$ cat config.mk
export PLATFORM = sky130hd
export DESIGN_NAME = drop_controller
export DESIGN_NICKNAME = d
export VERILOG_FILES = /design/src/rtl/drop_controller.sv
export SDC_FILE = /design/constraint.sdc
export NUM_CORES = 1
export LEC_CHECK = 0
export BUFFER_PORTS_ARGS = -buffer_cell sky130_fd_sc_hd__buf_2
export CAP_MARGIN = 5
export CORE_UTILIZATION = 39
export DETAILED_ROUTE_END_ITERATION = 7
export PLACE_DENSITY_LB_ADDON = 0.3
export RECOVER_POWER = 25
export SLEW_MARGIN = 20
export SYNTH_ARGS = -nofsm -noshare
export SYNTH_HDL_FRONTEND = slang
export SYNTH_SLANG_ARGS = --single-unit
export TNS_END_PERCENT = 100
$ cat constraint.sdc
create_clock -name clk -period 2.83 [get_ports clk]
set_input_delay 0.283 -clock clk [delete_from_list [all_inputs] [get_ports clk]]
set_output_delay 0.283 -clock clk [all_outputs]
set_load 0.1 [all_outputs]
$ cat src/rtl/drop_controller.sv
// ============================================================================
// Module   : drop_controller
// Purpose  : Computes the limit time t_lim = sqrt(height) in 4.4 fixed point
//            with a bit-serial restoring square root. It then classifies the
//            measured fall time t_act as COLD, HOT or DROP.
// Options  : SQRT_ROUND_EN -- when defined, t_lim is rounded to the nearest
//            value (saturating at 8'hFF). Otherwise t_lim is the floor.
// Revision : 1.0 - initial release
// ============================================================================
`default_nettype none

module drop_controller (
  input  logic       clk,
  input  logic       rst_n,
  input  logic       start,
  input  logic [7:0] height,
  input  logic [7:0] t_act,
  input  logic       drop_en,
  output logic       busy,
  output logic       done,
  output logic [7:0] t_lim,
  output logic [1:0] status,
  output logic       drop_activated
);

  typedef enum logic [1:0] {
    S_IDLE = 2'd0,
    S_CALC = 2'd1,
    S_CMP  = 2'd2,
    S_DONE = 2'd3
  } state_t;

  localparam logic [1:0] ST_COLD = 2'd1;
  localparam logic [1:0] ST_HOT  = 2'd2;
  localparam logic [1:0] ST_DROP = 2'd3;

  state_t      state_q, state_d;
  logic [15:0] rad_q, rad_d;
  logic [9:0]  rem_q, rem_d;
  logic [7:0]  root_q, root_d;
  logic [2:0]  cnt_q, cnt_d;
  logic [7:0]  t_act_q, t_act_d;
  logic        drop_en_q, drop_en_d;
  logic [7:0]  res_lim_q, res_lim_d;
  logic [1:0]  res_st_q, res_st_d;
  logic        busy_q, busy_d;
  logic        done_q, done_d;
  logic [7:0]  t_lim_q, t_lim_d;
  logic [1:0]  status_q, status_d;
  logic        drop_q, drop_d;

  logic [9:0]  w_rem_sh;
  logic [9:0]  w_trial;
  logic [7:0]  w_lim;

  // One square-root step plus the final limit value, derived from the current state.
  always_comb begin
    w_rem_sh = {rem_q[7:0], rad_q[15:14]};
    w_trial  = {root_q, 2'b01};
`ifdef SQRT_ROUND_EN
    // A remainder larger than the root means the true root lies above root + 0.5.
    if ((rem_q > {2'b00, root_q}) && (root_q != 8'hFF)) begin
      w_lim = root_q + 8'd1;
    end else begin
      w_lim = root_q;
    end
`else
    w_lim = root_q;
`endif
  end

  // Next-state logic. busy and done are derived from the state one cycle
  // late, so busy also covers the done cycle and a start seen then is dropped.
  always_comb begin
    state_d   = state_q;
    rad_d     = rad_q;
    rem_d     = rem_q;
    root_d    = root_q;
    cnt_d     = cnt_q;
    t_act_d   = t_act_q;
    drop_en_d = drop_en_q;
    res_lim_d = res_lim_q;
    res_st_d  = res_st_q;
    t_lim_d   = t_lim_q;
    status_d  = status_q;
    drop_d    = drop_q;
    busy_d    = (state_q != S_IDLE);
    done_d    = 1'b0;
    unique case (state_q)
      S_IDLE: begin
        if (start && !busy_q) begin
          t_act_d   = t_act;
          drop_en_d = drop_en;
          rad_d     = {height, 8'h00};
          rem_d     = 10'd0;
          root_d    = 8'd0;
          cnt_d     = 3'd0;
          state_d   = S_CALC;
        end
      end
      S_CALC: begin
        if (w_rem_sh >= w_trial) begin
          rem_d  = w_rem_sh - w_trial;
          root_d = {root_q[6:0], 1'b1};
        end else begin
          rem_d  = w_rem_sh;
          root_d = {root_q[6:0], 1'b0};
        end
        rad_d = {rad_q[13:0], 2'b00};
        cnt_d = cnt_q + 3'd1;
        if (cnt_q == 3'd7) begin
          state_d = S_CMP;
        end
      end
      S_CMP: begin
        res_lim_d = w_lim;
        if (t_act_q < w_lim) begin
          res_st_d = ST_COLD;
        end else if (drop_en_q) begin
          res_st_d = ST_DROP;
        end else begin
          res_st_d = ST_HOT;
        end
        state_d = S_DONE;
      end
      S_DONE: begin
        t_lim_d  = res_lim_q;
        status_d = res_st_q;
        drop_d   = (res_st_q == ST_DROP);
        done_d   = 1'b1;
        state_d  = S_IDLE;
      end
      default: state_d = S_IDLE;
    endcase
  end

  // State and output registers with synchronous active-low reset.
  always_ff @(posedge clk) begin
    if (!rst_n) begin
      state_q   <= S_IDLE;
      rad_q     <= 16'd0;
      rem_q     <= 10'd0;
      root_q    <= 8'd0;
      cnt_q     <= 3'd0;
      t_act_q   <= 8'd0;
      drop_en_q <= 1'b0;
      res_lim_q <= 8'd0;
      res_st_q  <= 2'd0;
      busy_q    <= 1'b0;
      done_q    <= 1'b0;
      t_lim_q   <= 8'd0;
      status_q  <= 2'd0;
      drop_q    <= 1'b0;
    end else begin
      state_q   <= state_d;
      rad_q     <= rad_d;
      rem_q     <= rem_d;
      root_q    <= root_d;
      cnt_q     <= cnt_d;
      t_act_q   <= t_act_d;
      drop_en_q <= drop_en_d;
      res_lim_q <= res_lim_d;
      res_st_q  <= res_st_d;
      busy_q    <= busy_d;
      done_q    <= done_d;
      t_lim_q   <= t_lim_d;
      status_q  <= status_d;
      drop_q    <= drop_d;
    end
  end

  assign busy           = busy_q;
  assign done           = done_q;
  assign t_lim          = t_lim_q;
  assign status         = status_q;
  assign drop_activated = drop_q;

endmodule

`default_nettype wire

==> flow_metrics.env, run 1 <==
export IMPL_met1_usage_pct=21.6
export IMPL_grt_use_total_pct=15.6
export IMPL_reg2reg_slack_ns=0.32
export IMPL_peakVddDrop_uv=506
export IMPL_fmax_ghz=0.398
export IMPL_clkSinkCount=61
export IMPL_hold_depth=3
export IMPL_routedWlPerCell_um=13.2
export IMPL_avgSynthCellArea_um2=9.75
export IMPL_root_buffer="clkbuf_8"
export IMPL_hpwl_um=4160
export IMPL_critical_path_arrival_ns=2.75
export IMPL_die_area_um2=8130
export IMPL_seq_area_frac_synth_pct=40.3
export IMPL_cts_setup_buffers=0
export IMPL_syn2layout_area_growth_pct=15.3
export IMPL_worst_r2r_cell_count=8
export IMPL_pin_count=33
export IMPL_period_minus_slack_ns=2.51
export IMPL_core_rowCount=31
export IMPL_async_flop_share_pct=0
export IMPL_endpoint_kind="flop"
export IMPL_clk_path_buf_depth=2
export IMPL_hold_class="input pin to flop"
export IMPL_worst_r2r_startpoint="root_q[4]"
export IMPL_rr_endpoint="rem_q[5]"
export IMPL_worst_pin_slew_ns=1.18
export IMPL_overflow=0
export IMPL_hp_start="drop_en"
export IMPL_drtIter0Drc=85
export IMPL_start_kind="flop"
export IMPL_clkLatencyLatePin_ns=0.35
export IMPL_finalSetupTns_ns=0
export IMPL_buffer_ports_inserted=32
export IMPL_dr_pass1_iters=4
export IMPL_slew_headroom_pct=21.7
export IMPL_grt_pass1_wl_um=10000
export IMPL_fin_nets=387
export IMPL_fillers=718
export IMPL_grt_busiest_layer="met2"
export IMPL_synth_edf_count=0
export IMPL_post_place_ws_ns=0.362
export IMPL_placed_cell_area_um2=3290
export IMPL_grt_setup_unrepaired="false"
export IMPL_worst_setup_path_type="flop to flop"
export IMPL_slew_violations=0
export IMPL_placed_cells=432
export IMPL_htreeDepth=3
export IMPL_start_util_pct=41.1
export IMPL_ys_warn_count=0
export IMPL_yosys_cell_types_count=48
export IMPL_num_antenna_cells=0
export IMPL_cp_required_ns=3.07
export IMPL_whs_endpoint="drop_en_q"
export IMPL_drtAntennaViolNets=0
export IMPL_finClkSkew_ns=0.00820
export IMPL_syn_cell_area_um2=3030
export IMPL_use_met3_pct=4.40
export IMPL_setup_ws_ns=0.316
export IMPL_min_period_over_period_pct=88.8
export IMPL_synthCells=311
export IMPL_core_area_um2=7370
export IMPL_wl_um=5910
export IMPL_path_clk_slew_ns=0.07
export IMPL_drive_gt1_share_pct=14.0
export IMPL_grt_pass1_vias=2083
export IMPL_met2_usage_pct=21.9
export IMPL_die_w_um=90.2
export IMPL_die_height_um=90.2
export IMPL_cts_tree="built"
export IMPL_outcome="finished, final reports clean"
export IMPL_stdcell_area_um2=3500
export IMPL_cts_buffers=9
export IMPL_grt_max_degree=48
export IMPL_synth_main_ff_cell="dfxtp_1"
export IMPL_antenna_found_initial=0
export IMPL_cts_resized=0
export IMPL_power_density_nw_per_um2=1210
export IMPL_yosys_register_bits=61
export IMPL_setup_viol=0
export IMPL_crit_path_max_fanout=6
export IMPL_via_count=2213
export IMPL_leakagePower_uw=0.00141
export IMPL_remaining_drc_errors=0
export IMPL_syn_num_nets=354
export IMPL_stdcell_count=448
export IMPL_vias_per_cell=4.94
export IMPL_cts_hold_buf=0
export IMPL_hold_viol_final=0
export IMPL_max_cap_viol_count=0
export IMPL_gp_congestion=0.848
-- cells in the final DEF (no fill, tap or decap), drive strengths merged, types with 2 or more instances in the layout --
master and count:
xor2 3, nand4 2, a21boi 2, ha 23
o31ai 3, o21a 2, a21o 3, nand2 17
mux2i 39, bufinv 2, a22oi 11, a31oi 2
nor2 11, nor2b 42, nand2b 5, and2 5
inv 14, a32oi 2, o211a 6, dfxtp 61
buf 25, clkinvlp 2, a211oi 2, clkbuf 24
xnor2 3, a21oi 12, o21ai 13
-- where the power goes --
part | total, µW | switching (µW) | internal [µW]
Clock | 880 | 359 | 521
Sequential | 1160 | 137 | 1030
Combinational | 2200 | 1140 | 1060
-- kinds of logic after synthesis --
kind of cell,Yosys count,synth area share (%)
compound gates,60,13.6
fa+ha+maj,23,9.49
simple gates,91,17.3
flops,61,40.3
xor+xnor,6,1.73
mux,40,13.4
buf+inv,30,4.17
-- worst max path at each step --
stage / from / endpoint / slack [ns] / cells after the start
finish: root_q[4] / rem_q[5] / 0.32 / 8
floorplan: root_q[4] / rem_q[1] / 0.83 / 8
CTS: root_q[4] / rem_q[5] / 0.30 / 8
global route: root_q[4] / rem_q[4] / 0.11 / 8
global placement: root_q[4] / rem_q[5] / 0.43 / 8
detailed placement: root_q[4] / rem_q[5] / 0.36 / 8
-- synth_stat cells, types with 2 or more instances --
cell | number | area share (%)
a22oi_1 | 11 | 2.7
xor2_1 | 3 | 0.87
nor2b_1 | 42 | 8.7
a21oi_1 | 11 | 1.8
o21a_1 | 2 | 0.50
buf_2 | 2 | 0.33
dfxtp_1 | 61 | 40
o21ai_1 | 6 | 0.99
mux2i_1 | 39 | 13
ha_1 | 23 | 9.5
o31ai_1 | 3 | 0.74
o211a_1 | 6 | 2.0
nor2_1 | 11 | 1.4
inv_1 | 13 | 1.6
a32oi_1 | 2 | 0.58
nand2b_1 | 5 | 1.0
o21ai_0 | 6 | 0.99
clkbuf_1 | 11 | 1.4
a211oi_1 | 2 | 0.50
a21o_1 | 3 | 0.74
xnor2_1 | 3 | 0.87
a31oi_1 | 2 | 0.41
nand2_1 | 16 | 2.0
and2_1 | 4 | 0.83
-- registers in the layout (all words and copies together), names as in the netlist --
name            count
rad_q               8
rem_q               8
res_lim_q           8
root_q              8
t_act_q             8
t_lim               8
cnt_q               3
res_st_q            2
state_q             2
status              2
busy                1
done                1
drop_activated      1
drop_en_q           1
-- metrics by stage --
stage	hold slack, ns	utilization (%)	total power (µW)
floorplan	0.438	-	2990
global placement	0.466	44.6	3410
detailed placement	0.465	44.6	3410
CTS	0.167	47.7	4240
global route	0.187	47.4	4400
finish	0.184	47.4	4250
-- layer usage --
layer,part of all wire (%),up-vias
met4,1.5,0
met1,52,1020
met2,42,31
met5,0,-
li1,-,1151
met3,3.8,11
-- critical path, cell delays in order, from the launching register on --
cell	delay [ns]
dfxtp_1	0.39
inv_1	0.08
ha_1	0.34
and4_4	0.22
nor3b_2	0.14
a211oi_1	0.69
buf_4	0.28
mux2i_1	0.19
o21ai_1	0.07
-- cell type report --
type / instances / area (µm²) / share of cell area (%)
inverter: 14 / 52.6 / 1.50
clock inverter: 5 / 83.8 / 2.40
sequential: 61 / 1220 / 34.9
multi-input combinational: 220 / 1680 / 48.2
tap: 99 / 124 / 3.54
timing repair buffer: 38 / 189 / 5.40
clock buffer: 11 / 141 / 4.04
Note: power is estimated with default switching activity, not from simulation.
==> run 2: changes to the inputs <==
- ABC_AREA: not set -> 1
==> flow_metrics.env, run 2 <==
export IMPL_cts_tree="built"
export IMPL_clk_path_buf_depth=2
export IMPL_core_area_um2=7290
export IMPL_slew_headroom_pct=16.2
export IMPL_min_period_over_period_pct=71.9
export IMPL_synth_common_cells="85 x nand2_1, 61 x dfxtp_1, 42 x nor2_1"
export IMPL_vias_per_cell=4.83
export IMPL_reg2reg_slack_ns=0.80
export IMPL_routedWlPerCell_um=11.7
export IMPL_num_antenna_cells=0
export IMPL_yosys_register_bits=61
export IMPL_path_clk_slew_ns=0.07
export IMPL_peakVddDrop_uv=680
export IMPL_drive_gt1_share_pct=11.3
export IMPL_synthCells=390
export IMPL_leakagePower_uw=0.00147
export IMPL_die_height_um=89.1
export IMPL_critical_path_arrival_ns=2.20
export IMPL_setup_ws_ns=0.796
export IMPL_hold_depth=3
export IMPL_syn2layout_area_growth_pct=13.0
export IMPL_whs_endpoint="t_act_q[7]"
export IMPL_grt_max_degree=37
export IMPL_grt_setup_unrepaired="false"
export IMPL_rr_endpoint="root_q[2]"
export IMPL_synth_main_ff_cell="dfxtp_1"
export IMPL_m1WireLength_um=3100
export IMPL_grt_use_total_pct=16.7
export IMPL_yosys_cell_types_count=34
export IMPL_fin_nets=461
export IMPL_core_rowCount=31
export IMPL_wl_met2_um=2730
export IMPL_fmax_ghz=0.492
export IMPL_grt_pass1_vias=2229
export IMPL_seq_area_frac_synth_pct=41.3
export IMPL_hp_start="t_act[7]"
export IMPL_start_kind="flop"
export IMPL_die_area_um2=7930
export IMPL_dr_pass1_iters=4
export IMPL_stdcell_count=522
export IMPL_cts_setup_buffers=0
export IMPL_synth_top_area_share_pct=41.3
export IMPL_root_buffer="clkbuf_8"
export IMPL_cts_buffers=9
export IMPL_placed_cells=506
export IMPL_routed_wl_met3_um=199
export IMPL_hpwl_um=4380
export IMPL_wl_um=6100
export IMPL_antenna_found_initial=0
export IMPL_synth_edf_count=0
export IMPL_avgSynthCellArea_um2=7.58
export IMPL_finClkSkew_ns=0.00876
export IMPL_topRoutingLayerUsed="met4"
export IMPL_htreeDepth=3
export IMPL_max_cap_viol_count=0
export IMPL_die_w_um=89.1
export IMPL_outcome="finished, final reports clean"
export IMPL_endpoint_kind="flop"
export IMPL_setup_viol=0
export IMPL_finalSetupTns_ns=0
export IMPL_period_minus_slack_ns=2.03
export IMPL_hold_class="input pin to flop"
export IMPL_via_count=2520
export IMPL_final_cell_mix="85 x nand2_1, 61 x dfxtp_1, 42 x nor2_1"
export IMPL_remaining_drc_errors=0
export IMPL_synth_most_common_cell="nand2_1"
export IMPL_synth_area_leaders="dfxtp_1 41%, nand2_1 11%, ha_1 9.7%"
export IMPL_cts_resized=0
export IMPL_drtAntennaViolNets=0
export IMPL_worst_hold_slack_ns=0.166
export IMPL_worst_pin_slew_ns=1.26
export IMPL_layout_commonest_cell="nand2_1"
export IMPL_cp_required_ns=2.99
export IMPL_worst_r2r_startpoint="state_q[1]"
export IMPL_worst_r2r_cell_count=7
export IMPL_buffer_ports_inserted=32
export IMPL_syn_cell_area_um2=2960
export IMPL_grt_pass1_wl_um=10100
export IMPL_syn_num_nets=433
export IMPL_stdcell_area_um2=3340
export IMPL_clkSinkCount=61
export IMPL_drtIter0Drc=137
export IMPL_post_place_ws_ns=0.853
export IMPL_gp_congestion=0.827
export IMPL_crit_path_max_fanout=20
export IMPL_slew_violations=0
export IMPL_start_util_pct=40.5
export IMPL_overflow=0
export IMPL_pin_count=33
export IMPL_clkLatencyLatePin_ns=0.34
export IMPL_synth_largest_area_cell="dfxtp_1"
export IMPL_hold_viol_final=0
export IMPL_ys_warn_count=0
export IMPL_cts_hold_buf=0
export IMPL_async_flop_share_pct=0
export IMPL_worst_setup_path_type="flop to flop"
export IMPL_placed_cell_area_um2=3160
export IMPL_power_density_nw_per_um2=1360
export IMPL_fillers=776
run 2: changes by cell type after synthesis, moves of 6 or more:
cell and delta:
a21oi_1 +28, a22oi_1 -11, inv_1 +19, mux2i_1 -39
nand2_1 +69, nand3_1 +16, nor2_1 +31, nor2b_1 -42
o211a_1 -6, o21ai_0 +28
run 2: cells by family (layout without fill, tap and decap cells):
kind of cell | after synthesis | in the layout | share of synthesized area, %
AND/OR/NAND/NOR | 159 | 159 | 23.7
adder cells (fa/ha/maj) | 23 | 23 | 9.73
flip-flops | 61 | 61 | 41.3
XOR/XNOR | 3 | 3 | 0.889
buffers and inverters | 54 | 87 | 7.83
AO/OA/AOI/OAI | 90 | 90 | 16.5
run 2: final cells by class:
type / count / area, µm² / area share, %
repair buffers: 34 / 154 / 4.61
clock buffers: 9 / 124 / 3.71
well taps: 99 / 124 / 3.71
multi-input cells: 275 / 1500 / 45.0
clock inverters: 7 / 76.3 / 2.28
inverters: 37 / 139 / 4.16
flip-flops and latches: 61 / 1220 / 36.5
run 2: worst max-delay path by stage:
stage | end | slack (ns) | startpoint
global placement | rem_q[6] | 0.94 | state_q[1]
CTS | root_q[2] | 0.83 | state_q[1]
finish | root_q[2] | 0.80 | state_q[1]
global route | state_q[0] | 0.57 | rst_n
detailed placement | root_q[2] | 0.85 | state_q[1]
floorplan | rem_q[6] | 1.01 | busy
run 2: power by group:
part           internal, µW  total (µW)  switching, µW
clock                   408         763            355
combinational           828        2520           1690
sequential             1100        1250            149
run 2: per-stage QoR:
step	power (µW)	util [%]
6_report	4530	45.8
5_1_grt	4940	45.8
4_1_cts	4550	46.1
3_5_place_dp	3770	43.4
3_3_place_gp	3730	43.4
2_1_floorplan	3410	-
run 2: metal layers:
layer	global-route usage, %	up-vias
li1	-	1332
met5	0	-
met1	21.7	1142
met3	4.71	7
met2	26.6	39
met4	6.06	0
run 2: worst max-delay path, cell delays in order, from the launching register on:
cell	delay (ns)
dfxtp_1	0.33
inv_1	0.09
ha_1	0.31
inv_2	0.19
a21oi_4	0.34
inv_1	0.36
nand2_1	0.16
a21oi_1	0.07
==> run 3: changes to the inputs <==
- ABC_AREA: 1 -> 0
- clock period: 2.83 -> 2 ns (I/O delays scaled with it)
==> flow_metrics.env, run 3 (synthesized netlist as in run 1, its figures left out) <==
export IMPL_setup_viol=0
export IMPL_worst_r2r_cell_count=8
export IMPL_drtIter0Drc=127
export IMPL_drtAntennaViolNets=0
export IMPL_cts_tree="built"
export IMPL_drive_gt1_share_pct=25.3
export IMPL_final_util_pct=51.4
export IMPL_cts_hold_buf=0
export IMPL_final_cell_mix="57 x dfxtp_1, 42 x nor2b_1, 38 x mux2i_1"
export IMPL_grt_use_total_pct=17.0
export IMPL_grt_pass1_wl_um=11000
export IMPL_pin_count=33
export IMPL_hold_viol_final=0
export IMPL_core_area_um2=7370
export IMPL_remaining_drc_errors=0
export IMPL_overflow=0
export IMPL_worst_pin_slew_ns=1.16
export IMPL_peakVddDrop_uv=920
export IMPL_die_height_um=90.2
export IMPL_worst_setup_path_type="flop to flop"
export IMPL_finalPower_uw=7030
export IMPL_reg2reg_slack_ns=0.05
export IMPL_clkLatencyLatePin_ns=0.34
export IMPL_antenna_found_initial=0
export IMPL_slew_headroom_pct=22.8
export IMPL_cp_required_ns=2.29
export IMPL_clk_path_buf_depth=2
export IMPL_start_kind="flop"
export IMPL_clkSinkCount=61
export IMPL_fmax_ghz=0.512
export IMPL_hp_start="t_act[2]"
export IMPL_placed_cell_area_um2=3440
export IMPL_period_minus_slack_ns=1.95
export IMPL_critical_path_arrival_ns=2.24
export IMPL_hold_class="input pin to flop"
export IMPL_slew_violations=0
export IMPL_vias_per_cell=5.00
export IMPL_root_buffer="clkbuf_8"
export IMPL_num_antenna_cells=0
export IMPL_syn2layout_area_growth_pct=24.9
export IMPL_hold_depth=3
export IMPL_fillers=697
export IMPL_leakagePower_uw=0.00157
export IMPL_routedWlPerCell_um=13.9
export IMPL_finClkSkew_ns=0.00700
export IMPL_min_period_over_period_pct=97.6
export IMPL_fin_nets=411
export IMPL_whs_endpoint="t_act_q[2]"
export IMPL_path_clk_slew_ns=0.07
export IMPL_start_util_pct=41.1
export IMPL_via_count=2357
export IMPL_power_density_nw_per_um2=1860
export IMPL_htreeDepth=3
export IMPL_cts_buffers=9
export IMPL_multi_input_area_um2=1810
export IMPL_hpwl_um=4500
export IMPL_layout_commonest_cell="dfxtp_1"
export IMPL_max_cap_viol_count=0
export IMPL_gp_congestion=0.908
export IMPL_rr_endpoint="rem_q[7]"
export IMPL_wl_um=6540
export IMPL_endpoint_kind="flop"
export IMPL_die_w_um=90.2
export IMPL_register_area_um2=1230
export IMPL_dr_pass1_iters=8
export IMPL_grt_max_degree=45
export IMPL_stdcell_area_um2=3790
export IMPL_grt_pass1_vias=2323
export IMPL_worst_r2r_startpoint="root_q[4]"
export IMPL_die_area_um2=8130
export IMPL_core_rowCount=31
export IMPL_buffer_ports_inserted=32
export IMPL_outcome="finished, final reports clean"
export IMPL_crit_path_max_fanout=5
[run 3: final cells by class]
class                   count  share of cell area, %
multi-input cells         220                   47.9
flip-flops and latches     61                   32.4
clock inverters             1                  0.793
clock buffers              14                   4.30
well taps                  99                   3.27
repair buffers             62                   10.0
inverters                  14                   1.39
[run 3: repair_timing]
| item | 4_1_cts | 5_1_grt |
|---|---|---|
| hold endpoints to repair | 0 | 0 |
| resized for setup | 3 | 20 |
| cloned | 0 | 1 |
| setup endpoints to repair | 4 | 7 |
| pin swaps | 0 | 3 |
| buffers inserted | 1 | 2 |
[run 3: stage by stage]
| step | instances | setup TNS (ns) | setup WS (ns) | hold WS [ns] |
|---|---|---|---|---|
| after floorplan | 311 | 0 | 0.00471 | 0.366 |
| after global placement | 452 | 0 | 0.0622 | 0.452 |
| after detailed placement | 452 | 0 | 0.0273 | 0.461 |
| after CTS | 468 | -0.0204 | -0.0204 | 0.0992 |
| after global routing | 471 | -0.0380 | -0.0288 | 0.102 |
| final | 471 | 0 | 0.0480 | 0.111 |
[run 3: metal layers]
layer	vias to the layer above	track usage (%)	wire length, µm
li1	1195	-	-
met1	1090	22.5	3320
met2	54	25.9	2830
met3	18	5.50	257
met4	0	6.18	123
met5	-	0	0
[run 3: worst max-delay path, stage by stage (launching register included)]
cell	delay, ns
dfxtp_1	0.34
inv_2	0.06
ha_4	0.27
and4_4	0.24
nor3b_4	0.18
a211oi_2	0.07
buf_6	0.15
or4_1	0.51
nand2_1	0.07
[run 3: report_power, final]
part / internal [µW] / leakage (µW) / switching (µW)
Combinational: 2210 / 0.000978 / 2050
Clock: 639 / 0.0000968 / 469
Sequential: 1460 / 0.000497 / 204
[run 3: worst max-delay path by stage]
stage,startpoint,cells after the start,slack (ns),end
CTS,root_q[5],8,-0.02,rem_q[7]
finish,root_q[4],8,0.05,rem_q[7]
global route,root_q[4],8,-0.03,rem_q[7]
floorplan,root_q[4],8,0.005,rem_q[1]
global placement,root_q[5],9,0.06,rem_q[7]
detailed placement,root_q[5],9,0.03,rem_q[7]
